**src/rtl/dma_pkg.sv**
```systemverilog
// Shared types and default geometry for the UART <-> RAM burst DMA.
package dma_pkg;

    typedef enum logic [3:0] {
        IDLE,
        RX_REQ,
        RX_POP,
        RX_WR,
        TX_REQ,
        TX_RD,
        TX_CAP,
        TX_SEND,
        REL
    } dma_state_t;

    localparam int DEF_ADDR_W   = 8;
    localparam int DEF_DATA_W   = 8;
    localparam int DEF_RX_BASE  = 'h00;
    localparam int DEF_RX_DEPTH = 16;
    localparam int DEF_TX_BASE  = 'h80;
    localparam int DEF_LEN_W    = 8;
    localparam int DEF_RX_BURST = 4;

endpackage

```
**src/rtl/dma_ring_ptr.sv**
```systemverilog
// RX ring write pointer: increments on inc_i and wraps modulo DEPTH (a power of 2).
// Updates one cycle after inc_i; no backpressure.
module dma_ring_ptr #(
    parameter int DEPTH = 16
) (
    input  logic                     clk_i,
    input  logic                     rst_ni,
    input  logic                     inc_i,
    output logic [$clog2(DEPTH)-1:0] ptr_o
);

    localparam int PTR_W = $clog2(DEPTH);

    logic [PTR_W-1:0] ptr_q, ptr_d;

    // Power-of-2 depth lets the natural overflow implement the ring wrap.
    always_comb begin
        ptr_d = ptr_q;
        if (inc_i) begin
            ptr_d = ptr_q + PTR_W'(1);
        end
    end

    always_ff @(posedge clk_i or negedge rst_ni) begin
        if (!rst_ni) begin
            ptr_q <= '0;
        end else begin
            ptr_q <= ptr_d;
        end
    end

    assign ptr_o = ptr_q;

endmodule

```
**src/rtl/dma_burst.sv**
```systemverilog
// Burst DMA: UART RX bytes into a RAM ring, programmable RAM block out to UART TX.
// RX byte reaches RAM 2 cycles after grant; TX read to TX_Valid 2 cycles; stalls on grant/TX_Ready.
module dma_burst
    import dma_pkg::*;
#(
    parameter int ADDR_W   = DEF_ADDR_W,
    parameter int DATA_W   = DEF_DATA_W,
    parameter int RX_BASE  = DEF_RX_BASE,
    parameter int RX_DEPTH = DEF_RX_DEPTH,
    parameter int TX_BASE  = DEF_TX_BASE,
    parameter int LEN_W    = DEF_LEN_W,
    parameter int RX_BURST = DEF_RX_BURST
) (
    input  logic                        Clk,
    input  logic                        Rst_n,
    input  logic [DATA_W-1:0]           RX_Data,
    input  logic                        RX_Empty,
    input  logic                        RX_Full,
    output logic                        Data_Read,
    output logic [DATA_W-1:0]           TX_Data,
    output logic                        TX_Valid,
    input  logic                        TX_Ready,
    input  logic [DATA_W-1:0]           DataIn,
    output logic [DATA_W-1:0]           DataOut,
    output logic [ADDR_W-1:0]           Address,
    output logic                        Cs,
    output logic                        Wen,
    output logic                        Oen,
    output logic                        Bus_req,
    input  logic                        Bus_grant,
    input  logic                        Dma_Tx_Start,
    input  logic [LEN_W-1:0]            Tx_Len,
    output logic                        Dma_Tx_Ready,
    output logic [$clog2(RX_DEPTH)-1:0] Rx_Wr_Ptr
);

    localparam int PTR_W = $clog2(RX_DEPTH);
    localparam int BC_W  = $clog2(RX_BURST + 1);

    dma_state_t        state_q, state_d;
    logic [DATA_W-1:0] rx_byte_q, rx_byte_d;
    logic [DATA_W-1:0] tx_dat_q, tx_dat_d;
    logic [LEN_W-1:0]  tx_len_q, tx_len_d;
    logic [LEN_W-1:0]  tx_idx_q, tx_idx_d;
    logic              tx_pend_q, tx_pend_d;
    logic              tx_rdy_q, tx_rdy_d;
    logic [BC_W-1:0]   burst_q, burst_d;
    logic              ptr_inc;
    logic [PTR_W-1:0]  wr_ptr;
    logic              tx_accept;
    logic              tx_last;
    logic              burst_more;
    logic              unused_rx_full;

    assign unused_rx_full = RX_Full;

    assign tx_accept  = Dma_Tx_Start && tx_rdy_q && (Tx_Len != '0);
    assign tx_last    = (tx_idx_q + LEN_W'(1)) == tx_len_q;
    assign burst_more = (burst_q + BC_W'(1)) < BC_W'(RX_BURST);

    dma_ring_ptr #(
        .DEPTH (RX_DEPTH)
    ) u_ring_ptr (
        .clk_i  (Clk),
        .rst_ni (Rst_n),
        .inc_i  (ptr_inc),
        .ptr_o  (wr_ptr)
    );

    always_comb begin
        state_d   = state_q;
        rx_byte_d = rx_byte_q;
        tx_dat_d  = tx_dat_q;
        tx_len_d  = tx_len_q;
        tx_idx_d  = tx_idx_q;
        tx_pend_d = tx_pend_q;
        tx_rdy_d  = tx_rdy_q;
        burst_d   = burst_q;
        ptr_inc   = 1'b0;
        Data_Read = 1'b0;
        Cs        = 1'b0;
        Wen       = 1'b0;
        Oen       = 1'b0;
        Bus_req   = 1'b0;
        TX_Valid  = 1'b0;
        Address   = '0;
        DataOut   = '0;

        if (tx_accept) begin
            tx_len_d  = Tx_Len;
            tx_idx_d  = '0;
            tx_pend_d = 1'b1;
            tx_rdy_d  = 1'b0;
        end

        case (state_q)
            IDLE: begin
                if (tx_pend_q) begin
                    state_d = TX_REQ;
                end else if (!RX_Empty) begin
                    state_d = RX_REQ;
                end
            end
            RX_REQ: begin
                Bus_req = 1'b1;
                burst_d = '0;
                if (Bus_grant) begin
                    state_d = RX_POP;
                end
            end
            RX_POP: begin
                Bus_req = 1'b1;
                if (Bus_grant) begin
                    if (RX_Empty) begin
                        state_d = REL;
                    end else begin
                        Data_Read = 1'b1;
                        rx_byte_d = RX_Data;
                        state_d   = RX_WR;
                    end
                end
            end
            RX_WR: begin
                // A captured byte is held here until the bus comes back.
                Bus_req = 1'b1;
                Address = ADDR_W'(RX_BASE) + ADDR_W'(wr_ptr);
                DataOut = rx_byte_q;
                if (Bus_grant) begin
                    Cs      = 1'b1;
                    Wen     = 1'b1;
                    ptr_inc = 1'b1;
                    burst_d = burst_q + BC_W'(1);
                    state_d = (!RX_Empty && burst_more) ? RX_POP : REL;
                end
            end
            TX_REQ: begin
                Bus_req = 1'b1;
                if (Bus_grant) begin
                    state_d = TX_RD;
                end
            end
            TX_RD: begin
                Bus_req = 1'b1;
                Address = ADDR_W'(TX_BASE) + ADDR_W'(tx_idx_q);
                if (Bus_grant) begin
                    Cs      = 1'b1;
                    Oen     = 1'b1;
                    state_d = TX_CAP;
                end
            end
            TX_CAP: begin
                Bus_req  = 1'b1;
                tx_dat_d = DataIn;
                state_d  = TX_SEND;
            end
            TX_SEND: begin
                Bus_req  = 1'b1;
                TX_Valid = 1'b1;
                if (TX_Ready) begin
                    if (tx_last) begin
                        tx_pend_d = 1'b0;
                        tx_rdy_d  = 1'b1;
                        state_d   = REL;
                    end else begin
                        tx_idx_d = tx_idx_q + LEN_W'(1);
                        state_d  = TX_RD;
                    end
                end
            end
            REL: begin
                state_d = IDLE;
            end
            default: begin
                state_d = IDLE;
            end
        endcase
    end

    always_ff @(posedge Clk or negedge Rst_n) begin
        if (!Rst_n) begin
            state_q   <= IDLE;
            rx_byte_q <= '0;
            tx_dat_q  <= '0;
            tx_len_q  <= '0;
            tx_idx_q  <= '0;
            tx_pend_q <= 1'b0;
            tx_rdy_q  <= 1'b1;
            burst_q   <= '0;
        end else begin
            state_q   <= state_d;
            rx_byte_q <= rx_byte_d;
            tx_dat_q  <= tx_dat_d;
            tx_len_q  <= tx_len_d;
            tx_idx_q  <= tx_idx_d;
            tx_pend_q <= tx_pend_d;
            tx_rdy_q  <= tx_rdy_d;
            burst_q   <= burst_d;
        end
    end

    assign TX_Data      = tx_dat_q;
    assign Dma_Tx_Ready = tx_rdy_q;
    assign Rx_Wr_Ptr    = wr_ptr;

endmodule
```
**config.mk**
```make
export PLATFORM = sky130hd
export DESIGN_NAME = dma_burst
export DESIGN_NICKNAME = d
export VERILOG_FILES = /design/src/rtl/dma_pkg.sv /design/src/rtl/dma_ring_ptr.sv /design/src/rtl/dma_burst.sv
export SDC_FILE = /design/constraint.sdc
export NUM_CORES = 1
export LEC_CHECK = 0
export CAP_MARGIN = 25
export CORE_MARGIN = 2
export CORE_UTILIZATION = 45
export CTS_CLUSTER_DIAMETER = 80
export CTS_CLUSTER_SIZE = 8
export DETAILED_ROUTE_END_ITERATION = 10
export GPL_ROUTABILITY_DRIVEN = 0
export HOLD_SLACK_MARGIN = 0.02
export PLACE_DENSITY = 0.75
export SYNTH_ARGS = -nofsm -noshare
export SYNTH_HDL_FRONTEND = slang
export SYNTH_SLANG_ARGS = --single-unit
```
**constraint.sdc**
```tcl
create_clock -name Clk -period 2.87 [get_ports Clk]
set_input_delay 0.574 -clock Clk [delete_from_list [all_inputs] [get_ports Clk]]
set_output_delay 0.574 -clock Clk [all_outputs]
set_load 0.05 [all_outputs]
```
[Word level (Yosys, flattened, before mapping)]
Cells that the tools add are included.
Storage, ports and cells
  input port bits: 31
  register bits after elaboration: 45
  word-level logic and storage cells: 79
Cells by class
  mux-type cells: 37
  $lt $le $gt $ge: 1
  bitwise gates (word level): 1
  equal/unequal tests: 15
  add/subtract/negate cells: 4
  reductions and logical operators: 12
Operators with widths (number)
  two-way mux 4 bit: 11
  two-way mux 8 bit: 5
  case mux 4 bit (8 select lines): 1
  two-way mux 1 bit: 17
  == test 4 x 3 -> 1 bit, second input constant: 4
  case mux 8 bit (2 select lines): 1
  != test 2 bit, second input constant: 6
  adder 8 x 1 -> 8 bit, second input constant: 1
  adder 8 bit, first input constant: 1
  == test 4 x 2 -> 1 bit, second input constant: 2
  == test 8 bit: 1
  nonzero test 8 bit: 1
  AND reduction 7 bit: 1
  OR reduction 7 bit: 1
  case mux 3 bit (2 select lines): 1
  adder 4 x 1 -> 4 bit, second input constant: 1
  == test 4 x 1 -> 1 bit, second input constant: 1
  zero test 4 bit: 1
  adder 3 x 1 -> 3 bit, second input constant: 1
  logical AND 1 bit: 3
  less-than comparator 3 bit, second input constant: 1
  two-way mux 3 bit: 1
  != test 3 bit, second input constant: 1
  AND reduction 3 bit: 1
  5 further kinds: 5

[Logic depth before layout (Yosys ltp)]
Gate-level depths: netlist of run 1.
  depth after elaboration: 6
  mapped depth: 8

[Cells and area by module]
From an unflattened synthesis of run 1, not the netlist that was laid out.
Unflattened totals
  cells, all modules: 243
  area, all modules: 2421.1 um2
Modules (own cells, without submodules)
  dma_burst: times used 1, sequential area each 1027.2 um2, cells each 232, area each 2260.9 um2
  dma_ring_ptr: times used 1, sequential area each 100.1 um2, cells each 11, area each 160.2 um2

[Worst setup path after synthesis of run 1]
No wires, ideal clock.
  path type: register to output
  start point: register state_q[3]
  end point: output port Cs
  buffers on the path: 2
  data arrival time: 2084 ps
  data required time: 2296 ps
  cell stages (with the launch flop): 7
  setup slack: 212 ps
  path through: dfrtp_1 clkbuf_1 nand2b_1 nor2_1 and2_1 clkbuf_1 or2_2
Between the ends
  word-level cells in the longest chain between the ends: 3
RTL lines
  from (decl): RTL line dma_burst.sv:40  | dma_state_t state_q, state_d;
  from (signal assigned): RTL line dma_burst.sv:190  | state_q <= state_d;
  == test 4 x 3 -> 1 bit or == test 4 x 2 -> 1 bit (tied branches): RTL line dma_burst.sv:96  | case (state_q)
  OR reduction 2 bit (no source line) *
  two-way mux 1 bit *
  to (decl): RTL line dma_burst.sv:26  | output logic Cs,
Mark *: on every way between the ends. The rest lies on a longest branch, timed or not.

[Worst setup path after layout of run 1]
  start point: register state_q[3]
  end point: output port Address[7]
Between the ends
  word-level cells in the longest chain between the ends: 2
RTL lines
  == test 4 x 3 -> 1 bit or == test 4 x 2 -> 1 bit (tied branches): RTL line dma_burst.sv:96
  case mux 8 bit (2 select lines) *: RTL line dma_burst.sv:96
  to (decl): RTL line dma_burst.sv:25  | output logic [ADDR_W-1:0] Address,
Marked as above.

==> impl_metrics.yaml, run 1 <==
placed_design:
  placement.cell_area_mm2: 0.00339
  preCtsSetupSlack_ns: 0.348
  port_buffers: 64
  dp_cells: 387
  dp_hpwl_um: 4250
clock_network:
  cts-root-to-sink-buffers: 2
  clk_root_buffer_cell: "sky130_fd_sc_hd__clkbuf_8"
  cts_num_sinks: 45
  tritoncts: "yes"
  tritoncts.num_buffers: 5
  post-cts-setup-buffers: 0
  cts_hold_buf: 0
  clk_transition_reported_paths_ns: 0.09
  clk_latency_ns: 0.30
  ctsHtreeMaxLevel: 2
yosys:
  synth.yosys.warnings: 0
  area_fraction_in_compound_gates_after_synthesis_pct: 12.6
  syn-cell-area_mm2: 0.00254
  synth-edff-count: 0
  syn-instance-count: 255
  largest_family_of_logic_cells_by_synthesized_area: "simple AND/OR/NAND/NOR gates"
  synth_flop_cell: "sky130_fd_sc_hd__dfrtp_1"
  synth.lib_cells_used.distinct: 60
  synth_async_reset_ratio_pct: 100
  synthSimpleGateAreaFrac_pct: 25.9
  syn-mean-instance-area_um2: 9.97
  yosys.area_share.adder_pct: 1.48
  yosys-mux-area-fraction_pct: 7.97
  synth_xor_xnor_area_share_pct: 3.79
  synth_nets: 289
  synth.yosys.seq_area_share_pct: 44.3
  ys_ff_latch: 45
timing:
  post-route-worst-setup-slack_ns: 0.200
  final_setup_viols: 0
  fmaxAchievable_mhz: 375
  max_slew_margin_pct: 59.0
  finClkSkew_ns: 0.00620
  timing_worst_slew_pin_value_ns: 0.614
  share_of_the_cycle_needed_by_the_critical_path_after_routing_pct: 93.0
  hold_slack_ns: 0.237
  final_number_of_max_transition_violations: 0
  rsz0062_at_grt: "false"
  setup_tns_ns: 0
  hold_violations: 0
  min_period_ns: 2.67
pwr:
  p_leak_nw: 1.52
  p_clk_share_pct: 14.9
  report.power.total_mw: 3.39
  vdd_drop_max_uv: 655
  switching_power_mw: 1.45
  power_frac_comb_pct: 53.3
  share_of_total_power_consumed_by_net_switching_pct: 42.9
  p_int_mw: 1.93
  seqPwrFrac_pct: 31.7
  power-per-cell-area_mw_per_mm2: 957
route:
  detail_route.drc_violations: 0
  vias_per_cell: 5.35
  detail_route_met2_wl_um: 2700
  wl_met1_um: 2560
  route.final.wire_length_um: 5590
  top_layer_in_use: "met4"
  number_of_iterations_in_the_first_detailed_routing_pass: 4
  via_count: 2120
  antenna_violating_nets_post_route: 0
  dr_wl_met3_um: 237
  avgRoutedWirePerCell_um: 14.1
  detailedRoute.firstIterationViolations: 101
floorplanning:
  ioPinCount: 66
  dieWidth_um: 79.2
  rows: 27
  die_area_mm2: 0.00627
  floorplan.core_area_mm2: 0.00547
  initial_utilization_pct: 46.5
  fp.dieH_um: 79.2
final_layout:
  final_common_cell: "sky130_fd_sc_hd__dfrtp_1"
  layout-area-overhead-vs-synth_pct: 39.3
  layout.cells.most_common_list: "sky130_fd_sc_hd__dfrtp_1, sky130_fd_sc_hd__clkdlybuf4s50_1, sky130_fd_sc_hd__nand2_1"
  final_cell_count_no_fill: 396
  final_net_count: 357
  drive_above_1_share_pct: 22.8
  postLayoutCoreUtil_pct: 64.7
  antenna_cells: 0
  stdcell_area_mm2: 0.00354
global_routing:
  first_pass_grt_wire_length_um: 9430
  grt_antenna_before_repair: 0
  grt_remaining_overflow: 0
  grt_start_max_net_pins: 46
  grt_util_all_layers_pct: 19.0
  first_global_vias: 2053
job:
  max_cap_viol_count: 0
worst_setup_path:
  worst-setup-path-type: "flip-flop to output pin"
  worst-endpoint-required_ns: 2.30
  timing.critical_path.from_type: "flip-flop"
  worstSetupEndpointType: "output pin"
  worst_ep_arrival_time_ns: 2.10
  cp_max_fo: 8
outcome:
  outcome: "finished clean"
worst_hold_path:
  hold_class: "input pin to asynchronous set/reset pin"
synthesized netlist by cell type, types with 2 or more instances:
| cell | number | area share (%) |
|---|---|---|
| sky130_fd_sc_hd__clkbuf_1 | 7 | 1.0 |
| sky130_fd_sc_hd__nor2_1 | 10 | 1.5 |
| sky130_fd_sc_hd__a21oi_1 | 8 | 1.6 |
| sky130_fd_sc_hd__ha_1 | 3 | 1.5 |
| sky130_fd_sc_hd__xor2_1 | 4 | 1.4 |
| sky130_fd_sc_hd__xnor2_1 | 7 | 2.4 |
| sky130_fd_sc_hd__inv_1 | 3 | 0.44 |
| sky130_fd_sc_hd__a311oi_1 | 2 | 0.69 |
| sky130_fd_sc_hd__nand4_1 | 4 | 0.98 |
| sky130_fd_sc_hd__nor4b_1 | 3 | 1.0 |
| sky130_fd_sc_hd__a221o_1 | 3 | 1.2 |
| sky130_fd_sc_hd__nand2_1 | 40 | 5.9 |
| sky130_fd_sc_hd__nand2b_1 | 4 | 0.98 |
| sky130_fd_sc_hd__dfrtp_1 | 44 | 43 |
| sky130_fd_sc_hd__buf_2 | 2 | 0.39 |
| sky130_fd_sc_hd__nor3_1 | 9 | 1.8 |
| sky130_fd_sc_hd__nor4_1 | 3 | 0.74 |
| sky130_fd_sc_hd__o21ai_0 | 9 | 1.8 |
| sky130_fd_sc_hd__mux2_2 | 18 | 8.0 |
| sky130_fd_sc_hd__nor2b_1 | 7 | 1.7 |
| sky130_fd_sc_hd__and2_2 | 2 | 0.59 |
| sky130_fd_sc_hd__and2_1 | 13 | 3.2 |
| sky130_fd_sc_hd__nand3_1 | 7 | 1.4 |
| sky130_fd_sc_hd__o21a_1 | 2 | 0.59 |
| sky130_fd_sc_hd__a22o_1 | 4 | 1.4 |
| sky130_fd_sc_hd__buf_6 | 3 | 1.3 |
kinds of logic (layout without fill, tap and decap cells):
| group | count (synthesis) | in the layout |
|---|---|---|
| XOR/XNOR | 11 | 11 |
| multiplexers | 18 | 18 |
| flip-flops | 45 | 45 |
| AND/OR/NAND/NOR | 119 | 119 |
| adder cells (fa/ha/maj) | 3 | 3 |
| AO/OA/AOI/OAI | 42 | 42 |
| buffers and inverters | 17 | 86 |
path summary, 6_finish.rpt:
path                              startpoint      endpoint  slack, ns  depth (start not counted)
worst max-delay path              state_q[3]    Address[7]       0.20                          3
worst min register to register  rx_byte_q[7]  rx_byte_q[7]       0.47                          2
worst max register to register   tx_idx_q[1]   tx_idx_q[7]       0.36                          7
min in group Clk                rx_byte_q[7]  rx_byte_q[7]       0.47                          2
max in group asynchronous              Rst_n    state_q[1]       2.14                          2
worst min-delay path                   Rst_n   tx_len_q[6]       0.24                          1
registers in the layout (all words and copies together), names as in the netlist:
register          flops
Dma_Tx_Ready          1
tx_pend_q             1
u_ring_ptr.ptr_o      4
burst_q               3
tx_idx_q              8
state_q               4
rx_byte_q             8
TX_Data               8
tx_len_q              8
repair_timing:
| item | in CTS | in global routing |
|---|---|---|
| endpoints found under the hold margin | 0 | 0 |
| setup endpoints to repair | 0 | 1 |
| resized for setup | 0 | 1 |
metal layers:
metal	vias to the layer above	track usage, %
met4	0	6.90
li1	1044	-
met3	9	2.84
met5	-	0
met2	59	31.5
met1	1008	25.2
power groups by stage:
stage | registers, mW | logic (mW) | clock network, mW
2_1_floorplan | 1.31 | 0.981 | 0
3_3_place_gp | 1.07 | 1.78 | 0
3_5_place_dp | 1.09 | 1.81 | 0
4_1_cts | 1.08 | 1.82 | 0.511
5_1_grt | 1.11 | 1.94 | 0.538
6_report | 1.07 | 1.81 | 0.506
worst max-delay path, stage by stage, from the launching register on:
cell	delay, ns
sky130_fd_sc_hd__dfrtp_1	0.47
sky130_fd_sc_hd__nand2b_1	0.27
sky130_fd_sc_hd__nor3_1	0.21
sky130_fd_sc_hd__clkdlybuf4s50_1	0.85
area by class of cell:
type / count / area [µm²]
clock buffer: 6 / 82.6
fill: 465 / 1930
sequential: 45 / 1130
inverter: 4 / 15.0
timing repair buffer: 74 / 873
multi-input combinational: 193 / 1320
clock inverter: 2 / 37.5
tap: 72 / 90.1
Note: power is estimated with default switching activity, not from simulation.
==> run 2: changes to the inputs <==
--- a/config.mk
+++ b/config.mk
@@ -12,6 +12,7 @@
 export CTS_CLUSTER_SIZE = 8
 export DETAILED_ROUTE_END_ITERATION = 10
 export GPL_ROUTABILITY_DRIVEN = 0
+export GPL_TIMING_DRIVEN = 0
 export HOLD_SLACK_MARGIN = 0.02
 export PLACE_DENSITY = 0.75
 export SYNTH_ARGS = -nofsm -noshare
==> impl_metrics.yaml, run 2 (synthesis results as in run 1) <==
timing:
  min_period_ns: 2.90
  max_slew_margin_pct: 60.6
  finClkSkew_ns: 0.00285
  final_number_of_max_transition_violations: 0
  post-route-worst-setup-slack_ns: -0.0339
  rsz0062_at_grt: "true"
  final_setup_viols: 1
  hold_violations: 0
  share_of_the_cycle_needed_by_the_critical_path_after_routing_pct: 101
  fmaxAchievable_mhz: 344
  hold_slack_ns: 0.254
  timing_worst_slew_pin_value_ns: 0.588
route:
  antenna_violating_nets_post_route: 0
  avgRoutedWirePerCell_um: 14.4
  number_of_iterations_in_the_first_detailed_routing_pass: 4
  detailedRoute.firstIterationViolations: 153
  vias_per_cell: 5.32
  detail_route.drc_violations: 0
  via_count: 2119
  route.final.wire_length_um: 5730
worst_setup_path:
  worst-endpoint-required_ns: 2.30
  cp_slowest_cell: "sky130_fd_sc_hd__clkdlybuf4s50_1"
  worstSetupEndpointType: "output pin"
  timing.critical_path.from_type: "input pin"
  reg2reg_from: "tx_idx_q[0]"
  cp-startpoint: "Bus_grant"
  cp_max_fo: 9
  crit_chain: "clkdlybuf4s50_1 > nor4b_2 > nand3_2 > clkinv_1 > clkdlybuf4s15_2"
  worst-setup-path-type: "input pin to output pin"
  setup.worst_path.end: "Data_Read"
  worst_ep_arrival_time_ns: 2.33
  critical_path.reg2reg.endpoint: "tx_idx_q[7]"
  r2r.worst_path.cells: 7
  regToRegSetupSlack_ns: 0.25
  critical-path-max-stage-delay_ns: 0.60
placed_design:
  placement.cell_area_mm2: 0.00330
  dp_hpwl_um: 4300
  port_buffers: 64
  preCtsSetupSlack_ns: -0.567
clock_network:
  cts-root-to-sink-buffers: 2
  ctsHtreeMaxLevel: 2
  cts_num_sinks: 45
  tritoncts.num_buffers: 5
  clk_latency_ns: 0.29
  post-cts-setup-buffers: 0
  clk_transition_reported_paths_ns: 0.08
  clk_root_buffer_cell: "sky130_fd_sc_hd__clkbuf_8"
  tritoncts: "yes"
  cts_hold_buf: 0
global_routing:
  first_pass_grt_wire_length_um: 9750
  grt_util_all_layers_pct: 19.7
  first_global_vias: 2055
  grt_remaining_overflow: 0
  grt_start_max_net_pins: 24
  grt_antenna_before_repair: 0
floorplanning:
  dieWidth_um: 79.2
  rows: 27
  floorplan.core_area_mm2: 0.00547
  initial_utilization_pct: 46.5
  die_area_mm2: 0.00627
  ioPinCount: 66
  fp.dieH_um: 79.2
final_layout:
  layout.cells.most_common_list: "sky130_fd_sc_hd__dfrtp_1, sky130_fd_sc_hd__clkdlybuf4s50_1, sky130_fd_sc_hd__nand2_1"
  drive_above_1_share_pct: 21.5
  layout-area-overhead-vs-synth_pct: 32.9
  stdcell_area_mm2: 0.00338
  fillCellCount: 484
  final_common_cell: "sky130_fd_sc_hd__dfrtp_1"
  antenna_cells: 0
  area_used_by_multi_input_combinational_logic_mm2: 0.00133
  final_net_count: 359
  seqCellArea_mm2: 0.00113
pwr:
  report.power.total_mw: 3.28
  power-per-cell-area_mw_per_mm2: 970
  vdd_drop_max_uv: 509
  p_leak_nw: 1.48
outcome:
  outcome: "complete, but fails checks"
  failed_checks: "setup timing"
worst_hold_path:
  hold_class: "input pin to asynchronous set/reset pin"
job:
  max_cap_viol_count: 0
run 2: changes by cell type in the layout (fill, tap and decap cells not counted), sizes merged:
cell / change
dlygate4sd2: +8
clkdlybuf4s15: +4
dlymetal6s2s: -1
buf: -22
clkbuf: +14
clkinvlp: -1
run 2: how the worst min path moves through the flow:
| stage | startpoint | slack (ns) | end | cells after the start |
|---|---|---|---|---|
| 2_1_floorplan | Rst_n | 0.28 | TX_Data[0] | 0 |
| 3_3_place_gp | rx_byte_q[7] | 0.45 | rx_byte_q[7] | 2 |
| 3_5_place_dp | rx_byte_q[4] | 0.45 | rx_byte_q[4] | 2 |
| 4_1_cts | Rst_n | 0.27 | tx_len_q[6] | 1 |
| 5_1_grt | Rst_n | 0.29 | tx_len_q[6] | 1 |
| 6_report | Rst_n | 0.25 | tx_len_q[6] | 1 |
run 2: power by group:
group	internal (mW)	leakage (nW)	switching, mW	total (mW)
combinational	0.672	0.857	1.04	1.71
clock	0.284	0.0585	0.207	0.491
sequential	0.878	0.562	0.199	1.08
run 2: cell type report:
type	instances	area share [%]
clock buffers	7	2.55
multi-input cells	193	39.5
inverters	4	0.444
flip-flops and latches	45	33.4
plain buffers	10	2.18
repair buffers	66	18.4
clock inverters	1	0.889
well taps	72	2.67
run 2: critical path: cells and delay by family:
family | cells | cell delay [ns]
buffers and inverters | 3 | 1.24
AND/OR/NAND/NOR | 2 | 0.50
run 2: timing repair:
item / in CTS / in global routing
resized for setup: 38 / 12
endpoints found under the setup margin: 20 / 20
gates cloned: 0 / 0
run 2: layer usage:
layer | global-route usage, % | vias to the layer above | share of wire, %
met5 | 0 | - | 0
li1 | - | 1044 | -
met3 | 4.09 | 6 | 5.3
met1 | 26.5 | 1005 | 47
met2 | 32.4 | 64 | 47
met4 | 5.34 | 0 | 0.98
run 2: through the flow:
step	instances	TNS [ns]	util (%)
final	398	-0.0339	61.8
after global routing	398	-0.139	61.8
after CTS	399	-0.146	62.3
after detailed placement	393	-2.89	60.3
after global placement	391	-4.81	59.8
after floorplan	255	0	-
